**src/rtl/sap1_sequencer.sv**
```systemverilog
// sap1_sequencer: SAP-1 six-phase T-state sequencer with opcode decode, halt and single-step control.
module sap1_sequencer #(
    parameter logic [11:0] CW_DEFAULT = 12'h3E3,
    parameter int          CNT_W      = 8
) (
    input  logic             clk,
    input  logic             rst,
    input  logic [3:0]       ir_opcode,
    input  logic             step_mode,
    input  logic             step_req,
    output logic [2:0]       t_state,
    output logic [5:0]       counter_out,
    output logic [11:0]      controlword,
    output logic             halted,
    output logic             waiting,
    output logic [CNT_W-1:0] instr_cnt
);
    typedef enum logic [2:0] {
        S_WAIT = 3'd0, S_T1 = 3'd1, S_T2 = 3'd2, S_T3 = 3'd3,
        S_T4 = 3'd4, S_T5 = 3'd5, S_T6 = 3'd6, S_HALT = 3'd7
    } state_t;
    state_t state;
    always_ff @(posedge clk or posedge rst) begin
        if (rst) begin
            state     <= S_WAIT;
            instr_cnt <= '0;
        end else begin
            case (state)
                S_WAIT: state <= (!step_mode || step_req) ? S_T1 : S_WAIT;
                S_T1:   state <= S_T2;
                S_T2:   state <= S_T3;
                S_T3:   state <= S_T4;
                S_T4:   state <= (ir_opcode == 4'hF) ? S_HALT : S_T5;
                S_T5:   state <= S_T6;
                S_T6: begin
                    state     <= step_mode ? S_WAIT : S_T1;
                    instr_cnt <= instr_cnt + CNT_W'(1);
                end
                default: state <= S_HALT;
            endcase
        end
    end
    assign t_state     = state;
    assign waiting     = state == S_WAIT;
    assign halted      = state == S_HALT;
    assign counter_out = (state == S_WAIT || state == S_HALT) ? 6'd0 : 6'd1 << (state - 3'd1);
    // Execute phases: 0..2 share the memory-read T4, ADD/SUB share the B-load T5.
    always_comb begin
        controlword = CW_DEFAULT;
        case (state)
            S_T1: controlword = 12'h5E3;
            S_T2: controlword = 12'hBE3;
            S_T3: controlword = 12'h263;
            S_T4: controlword = (ir_opcode == 4'hE) ? 12'h3F2 :
                                (ir_opcode <= 4'h2) ? 12'h1A3 : CW_DEFAULT;
            S_T5: controlword = (ir_opcode == 4'h0) ? 12'h2C3 :
                                (ir_opcode == 4'h1 || ir_opcode == 4'h2) ? 12'h2E1 : CW_DEFAULT;
            S_T6: controlword = (ir_opcode == 4'h1) ? 12'h3C7 :
                                (ir_opcode == 4'h2) ? 12'h3CF : CW_DEFAULT;
            default: controlword = CW_DEFAULT;
        endcase
    end
endmodule

```
**config.mk**
```make
export PLATFORM = sky130hd
export DESIGN_NAME = sap1_sequencer
export DESIGN_NICKNAME = d
export VERILOG_FILES = /design/src/rtl/sap1_sequencer.sv
export SDC_FILE = /design/constraint.sdc
export NUM_CORES = 1
export LEC_CHECK = 0
export CELL_PAD_IN_SITES_DETAIL_PLACEMENT = 0
export CELL_PAD_IN_SITES_GLOBAL_PLACEMENT = 1
export CORE_MARGIN = 2
export CORE_UTILIZATION = 26
export CTS_BUF_LIST = sky130_fd_sc_hd__clkbuf_8
export CTS_CLUSTER_SIZE = 8
export DETAILED_ROUTE_END_ITERATION = 8
export HOLD_SLACK_MARGIN = 0.05
export PLACE_DENSITY = 0.79
export SLEW_MARGIN = 30
export SYNTH_ARGS = -nofsm -noshare
export SYNTH_HDL_FRONTEND = slang
export SYNTH_SLANG_ARGS = --single-unit
```
**constraint.sdc**
```tcl
create_clock -name clk -period 1.45 [get_ports clk]
set_input_delay 0.29 -clock clk [delete_from_list [all_inputs] [get_ports clk]]
set_output_delay 0.29 -clock clk [all_outputs]
set_load 0.02 [all_outputs]
```
# Word-level counts from Yosys, hierarchy flattened
# Index checks and enable logic that the tools add are counted.
dict set report word_totals {
  register_bits 11
  latch_bits 0
  mem_bits_rw 0
  rom_bits 0
  out_inout_bits 31
  word_cells 35
  memories 0
}
dict set report classes {
  addsub 2
  mul 0
  div_mod_pow 0
  order_cmp 1
  eq_ne 11
  shifts 1
  muxes 12
  bitwise 0
  n_reduce_logical 6
}
# op n
set op_table {}
lappend op_table {{one-hot mux 12 bit (6 select lines)} 1}
lappend op_table {{one-hot mux 3 bit (7 select lines)} 1}
lappend op_table {{2-to-1 mux 10 bit} 2}
lappend op_table {{2-to-1 mux 6 bit} 3}
lappend op_table {{2-to-1 mux 9 bit} 2}
lappend op_table {{equality test 3 bit, second input constant} 4}
lappend op_table {{adder 8 x 1 -> 8 bit, second input constant} 1}
lappend op_table {{equality test 4 bit, second input constant} 2}
lappend op_table {{equality test 3 x 2 -> 1 bit, second input constant} 2}
lappend op_table {{left shift 1 x 3 -> 6 bit, first input constant} 1}
lappend op_table {{equality test 4 x 1 -> 1 bit, second input constant} 1}
lappend op_table {{equality test 4 x 2 -> 1 bit, second input constant} 1}
lappend op_table {{less-or-equal comparator 4 x 2 -> 1 bit, second input constant} 1}
lappend op_table {{zero test 4 bit} 1}
lappend op_table {{equality test 3 x 1 -> 1 bit, second input constant} 1}
lappend op_table {{zero test 3 bit} 1}
lappend op_table {{logical OR 1 bit} 3}
lappend op_table {{subtractor 3 x 1 -> 3 bit, second input constant} 1}
lappend op_table {{2-to-1 mux 1 bit} 2}
lappend op_table {{2-to-1 mux 2 bit} 1}
lappend op_table {{zero test 1 bit} 1}

# Logic depth before layout (Yosys ltp)
# Gate-level depths: netlist of run 1.
dict set report logic_depth {
  depth_word 5
  depth_mapped 5
  ltp_nobuf 4
}

# Least setup slack after synthesis of run 1
# OpenSTA, ideal clock, no wires.
dict set report synth_path {
  path_type {reg2out}
  startpoint {register state[1], in the netlist t_state[1]}
  endpoint {output counter_out[3]}
  arrival_ps 1552
  setup_slack_ps -392
  path_stages_with_launch 6
  path_buffers 2
  cell_sequence {dfrtp_1 buf_6 buf_4 nor2_1 ha_1 nor3b_1}
}
dict set report synth_between {
  elab_chain_len 3
  elab_cells_between_ends 6
  classes_between {1 x add/sub; 1 x eq/ne; 1 x shift; 1 x mux; 2 x reduce/logical}
}
# element line_no
set synth_lines {}
lappend synth_lines {{start, declared} 22} ;# state_t state;
lappend synth_lines {{start signal, assigned} 29} ;# S_WAIT: state <= (!step_mode || step_req) ? S_T1 : S_WAIT;
lappend synth_lines {{start signal, assigned} 33} ;# S_T4: state <= (ir_opcode == 4'hF) ? S_HALT : S_T5;
lappend synth_lines {{start signal, assigned} 36} ;# state <= step_mode ? S_WAIT : S_T1;
lappend synth_lines {{subtractor 3 x 1 -> 3 bit, or another cell as far along} 46} ;# assign counter_out = (state == S_WAIT || state == S_HALT) ? 6'd0 : 6'd1 << (state - 3'd1);
lappend synth_lines {{left shift 1 x 3 -> 6 bit or logical OR 1 bit (tied branches)} 46}
lappend synth_lines {{2-to-1 mux 6 bit *} 46}
lappend synth_lines {{end, declared} 12} ;# output logic [5:0] counter_out,
# Every way passes the cells marked *; elsewhere a longest branch is shown, timed or not.

==> impl_metrics.json, run 1 <==
{
  "synth_cell_type_count": 33,
  "dr.pass1.iters": 4,
  "drt_iter0_drc": 15,
  "violations": "negative setup slack",
  "grt_setup_unrepaired": "true",
  "worst_pin_slew_ns": 0.435,
  "holdCritPathClass": "in2async",
  "syn_inst": 89,
  "ir_drop_mv": 1.37,
  "start_kind": "flip-flop",
  "hold_violations": 0,
  "finalSetupTns_ns": -4.65,
  "clock.fmax_ghz": 0.566,
  "synth_flop_cell": "dfrtp_1",
  "final_max_slew_viol_count": 0,
  "clock-skew-final_ns": 0.00187,
  "dp_hpwl_um": 1900,
  "period_needed_ns": 1.77,
  "p_leak_uw": 0.000910,
  "fin_util_pct": 62.0,
  "design.core.area_um2": 2980,
  "fin_area_um2": 1850,
  "vias_per_cell": 4.62,
  "ys_top_cells_by_count": "nand2_1 (14), dfrtp_1 (11), nor2_1 (9)",
  "yosys.area.top_type_share_pct": 34.8,
  "grt_max_degree": 12,
  "ioPinCount": 39,
  "syn_area_um2": 792,
  "layout_setup_ws_ns": -0.317,
  "cts_tree": "done",
  "area_growth_pct": 133,
  "dieWidth_um": 59.2,
  "synth_edf_count": 0,
  "cts_root_buf": "clkbuf_8",
  "critical_path_arrival_ns": 1.48,
  "worst-r2r-setup-slack_ns": 0.07,
  "clk_latency_ns": 0.24,
  "die_h_um": 59.2,
  "outcome": "finished, violations left",
  "diodes": 0,
  "power.density_nw_per_um2": 2110,
  "initial_core_util_pct": 26.6,
  "ant_nets": 0,
  "grt_pass1_wl_um": 4400,
  "synth-async-reset-ratio_pct": 100,
  "preCtsSetupSlack_ns": -0.839,
  "path_clk_slew_ns": 0.05,
  "reg2reg_from": "t_state[1]",
  "placed_area_um2": 1570,
  "r2r_cells": 6,
  "wl_per_cell_um": 13.5,
  "holdBufCountCts": 0,
  "cts_made_buffers": 3,
  "grt_usage_pct": 16.4,
  "grt-ovfl-total": 0,
  "num_rows": 20,
  "drive_above_1_share_pct": 65.7,
  "syn_nets": 99,
  "crit_fanout": 7,
  "syn_avg_cell_area_um2": 8.90,
  "r2r-end": "instr_cnt[4]",
  "grt_antenna_before_repair": 0,
  "relSlewSlack_pct": 71.0,
  "required_ns": 1.16,
  "clock_path_buffers": 2,
  "dieArea_um2": 3500,
  "synth.most_common_cell": "nand2_1",
  "ys_ff_latch": 11,
  "first_global_vias": 1002,
  "drc_errors": 0,
  "cts.sinks": 11,
  "synth_area_leaders": "dfrtp_1 (35%), nand2_1 (6.6%), xnor2_1 (5.5%)",
  "place_congestion": 0.761,
  "htree_levels": 1,
  "synth_top_area_cell": "dfrtp_1",
  "drv_cap": 0,
  "finalWirelength_um": 2730,
  "worstSetupEndpointType": "primary output",
  "vias": 933,
  "finalCritPeriodShare_pct": 122,
  "crit_type": "reg2out",
  "yosysSeqAreaShare_pct": 34.8,
  "yosysWarnings": 0,
  "setup_viol": 20,
  "io_buffers": 38,
  "layout.nets": 180
}
## critical path, cell delays in order, from the launching register on
cell and delay, ns:
dfrtp_2 0.45, nor3b_4 0.32, a21oi_2 0.09, or2_4 0.24
buf_6 0.13
## cell families after synthesis
group           synth area share [%]
fa+ha+maj                       3.16
xor+xnor                        8.85
simple gates                    41.2
buf+inv                         5.84
flops                           34.8
compound gates                  6.16
## report_power, final
part | total [µW] | switching [µW] | internal, µW
logic | 3040 | 1400 | 1640
clock network | 309 | 122 | 186
registers | 549 | 137 | 412
## registers in the layout (all words and copies together), names as in the netlist, named ones only
name / flops
t_state: 2
instr_cnt: 8
## layout make-up
class	count	area [µm²]
fill	259	1130
multi-input combinational	71	727
clock inverter	1	3.75
inverter	3	13.8
tap	33	41.3
timing repair buffer	80	741
sequential	11	279
clock buffer	3	41.3
## through the flow
step,instances,power (µW),hold slack (ns)
3_5_place_dp,188,3070,0.461
4_1_cts,198,3670,0.373
2_1_floorplan,89,1930,0.142
6_report,202,3900,0.348
3_3_place_gp,188,3040,0.457
5_1_grt,202,4130,0.391
## per-layer routing
layer  track usage [%]  share of wire [%]  vias to the layer above
met5                 0                  0                        -
met3              4.37                5.6                        9
li1                  -                  -                      461
met1              18.0                 39                      429
met2              28.7                 53                       34
met4              8.12                2.3                        0
## worst max-delay path by stage
| stage | endpoint | slack (ns) | cells past startpoint |
|---|---|---|---|
| after floorplan | controlword[4] | -0.11 | 4 |
| after global placement | controlword[4] | -0.81 | 5 |
| after detailed placement | controlword[4] | -0.84 | 5 |
| after CTS | counter_out[5] | -0.32 | 5 |
| after global routing | controlword[9] | -0.37 | 4 |
| final | controlword[9] | -0.32 | 4 |
## cell usage in the layout (no fill, tap or decap), types with 3 or more instances in the layout
cell type        netlist  layout
buf_4                  1      35
buf_6                  2      26
clkbuf_8               0       3
clkdlybuf4s50_1        0       3
dfrtp_1               11       8
dfrtp_2                0       3
dlygate4sd2_1          0      12
nand2_1               14      10
nand2_2                0       3
nand2b_4               0       4
nor2_1                 9       3
nor2_4                 0       6
nor4_4                 1       3
xnor2_1                5       4
xor2_1                 3       3
## what timing repair did
action / 4_1_cts / 5_1_grt
gates resized for setup: 158 / 19
endpoints found under the setup margin: 31 / 27
setup buffers: 6 / 4
pin swaps: 13 / 10
Note: power is estimated with default switching activity, not from simulation.
==> run 2: changes to the inputs <==
- CORE_UTILIZATION: 26 -> 25
- CTS_BUF_LIST: sky130_fd_sc_hd__clkbuf_8 -> sky130_fd_sc_hd__clkbuf_16
- MAX_ROUTING_LAYER: unset -> met4
- PLACE_DENSITY: 0.79 -> 0.76
==> impl_metrics.json, run 2 (synthesized netlist as in run 1, its figures left out) <==
{
  "outcome": "finished, violations left",
  "violations": "negative setup slack",
  "combPwrFrac_pct": 73.9,
  "fin_util_pct": 60.8,
  "crit_fanout": 5,
  "layout.cells.most_common": "buf_4",
  "grt_pass1_wl_um": 4170,
  "p_switching_uw": 1690,
  "cts_tree": "done",
  "clock.fmax_ghz": 0.567,
  "grt_antenna_before_repair": 0,
  "drv_cap": 0,
  "ff_latch_area_um2": 279,
  "dr.pass1.iters": 4,
  "diodes": 0,
  "p_int_uw": 2400,
  "drt_iter0_drc": 11,
  "holdBufCountCts": 0,
  "required_ns": 1.16,
  "final_cell_mix": "buf_4 (35), buf_6 (27), nand2_1 (11), dlygate4sd2_1 (11), dfrtp_1 (8)",
  "cts_root_buf": "clkbuf_16",
  "vias": 936,
  "largest_reg_flops": 8,
  "first_global_vias": 918,
  "period_needed_ns": 1.77,
  "num_rows": 20,
  "grt_max_degree": 12,
  "p_clk_share_pct": 12.5,
  "finalSetupTns_ns": -4.37,
  "area_growth_pct": 133,
  "htree_levels": 1,
  "power.density_nw_per_um2": 2220,
  "ir_drop_mv": 1.20,
  "multi_input_area_um2": 694,
  "setup_viol": 20,
  "design.core.area_um2": 3030,
  "worstSetupEndpointType": "primary output",
  "p_leak_uw": 0.000914,
  "fillers": 276,
  "fin_area_um2": 1840,
  "largest-register": "instr_cnt",
  "dieArea_um2": 3630,
  "worst_pin_slew_ns": 0.444,
  "start_kind": "flip-flop",
  "finalCritPeriodShare_pct": 122,
  "hold_violations": 0,
  "drive_above_1_share_pct": 64.5,
  "layout_setup_ws_ns": -0.315,
  "clock_path_buffers": 2,
  "path_clk_slew_ns": 0.04,
  "vias_per_cell": 4.39,
  "grt_setup_unrepaired": "true",
  "final_max_slew_viol_count": 0,
  "dieWidth_um": 60.3,
  "crit_chain": "nand3b_1 > or3_4 > inv_4 > buf_6",
  "finalWirelength_um": 2770,
  "place_inst": 192,
  "io_buffers": 38,
  "grt-ovfl-total": 0,
  "holdCritPathClass": "in2async",
  "place_congestion": 0.802,
  "crit_type": "reg2out",
  "ioPinCount": 39,
  "worst_hold_slack_ns": 0.354,
  "wl_per_cell_um": 13.0,
  "cts_made_buffers": 3,
  "placed_area_um2": 1510,
  "clk_latency_ns": 0.24,
  "grt_usage_pct": 16.3,
  "clock-skew-final_ns": 0.00102,
  "dp_hpwl_um": 1880,
  "drc_errors": 0,
  "die_h_um": 60.3,
  "switching_share_pct": 41.3,
  "relSlewSlack_pct": 70.4,
  "seqPwrFrac_pct": 13.7,
  "ant_nets": 0,
  "cpMaxStageDelayCell": "dfrtp_2",
  "layout.cells.non_filler": 213,
  "layout.nets": 180,
  "slowest_delay_ns": 0.46,
  "critical_path_arrival_ns": 1.48,
  "initial_core_util_pct": 26.2,
  "cts.sinks": 11
}
-- run 2: layout make-up --
type | instances | area share [%]
Clock inverter | 1 | 0.204
Clock buffer | 3 | 4.08
Tap cell | 44 | 2.99
Sequential cell | 11 | 15.1
Timing Repair Buffer | 80 | 39.1
Inverter | 3 | 0.747
Multi-Input combinational cell | 71 | 37.7
-- run 2: power by group through the flow --
| stage | logic, µW | clock network, µW | registers [µW] |
|---|---|---|---|
| CTS | 2530 | 507 | 559 |
| global placement | 2300 | 0 | 562 |
| global route | 3210 | 519 | 580 |
| finish | 3020 | 510 | 558 |
| detailed placement | 2310 | 0 | 562 |
| floorplan | 1300 | 0 | 636 |
-- run 2: metal layers --
layer	global-route usage, %	routed length [µm]	share of wire (%)	vias up
li1	-	-	-	462
met1	17.8	1090	39	438
met2	27.8	1480	53	31
met3	2.81	142	5.1	5
met4	8.57	57	2.1	0
met5	-	0	0	-
-- run 2: stage by stage --
| stage | power [µW] | worst slack (ns) |
|---|---|---|
| 3_5_place_dp | 2870 | -0.849 |
| 4_1_cts | 3600 | -0.319 |
| 5_1_grt | 4310 | -0.352 |
| 6_report | 4090 | -0.315 |
| 3_3_place_gp | 2860 | -0.816 |
| 2_1_floorplan | 1930 | -0.106 |
-- run 2: worst paths after layout --
| path | slack [ns] | to | cells after the start | startpoint |
|---|---|---|---|---|
| worst max-delay path | -0.32 | controlword[4] | 4 | t_state[1] |
| worst min-delay path | 0.35 | instr_cnt[4] | 2 | rst |
| worst max register to register | 0.04 | instr_cnt[5] | 5 | t_state[0] |
| worst min register to register | 0.46 | instr_cnt[7] | 1 | instr_cnt[7] |
| max in group asynchronous | 0.76 | t_state[1] | 2 | rst |
| min in group clk | 0.46 | instr_cnt[7] | 1 | instr_cnt[7] |
-- run 2: what timing repair did --
| action | CTS | global route |
|---|---|---|
| setup buffers | 7 | 10 |
| endpoints found under the setup margin | 31 | 21 |
| pin swaps | 6 | 10 |
| endpoints found under the hold margin | 0 | 0 |
| resized for setup | 143 | 28 |
-- run 2: worst max-delay path: cells and delay by family, from the launching register on --
family | cells | cell delay [ns]
simple gates | 2 | 0.61
buf+inv | 2 | 0.16
flops | 1 | 0.46
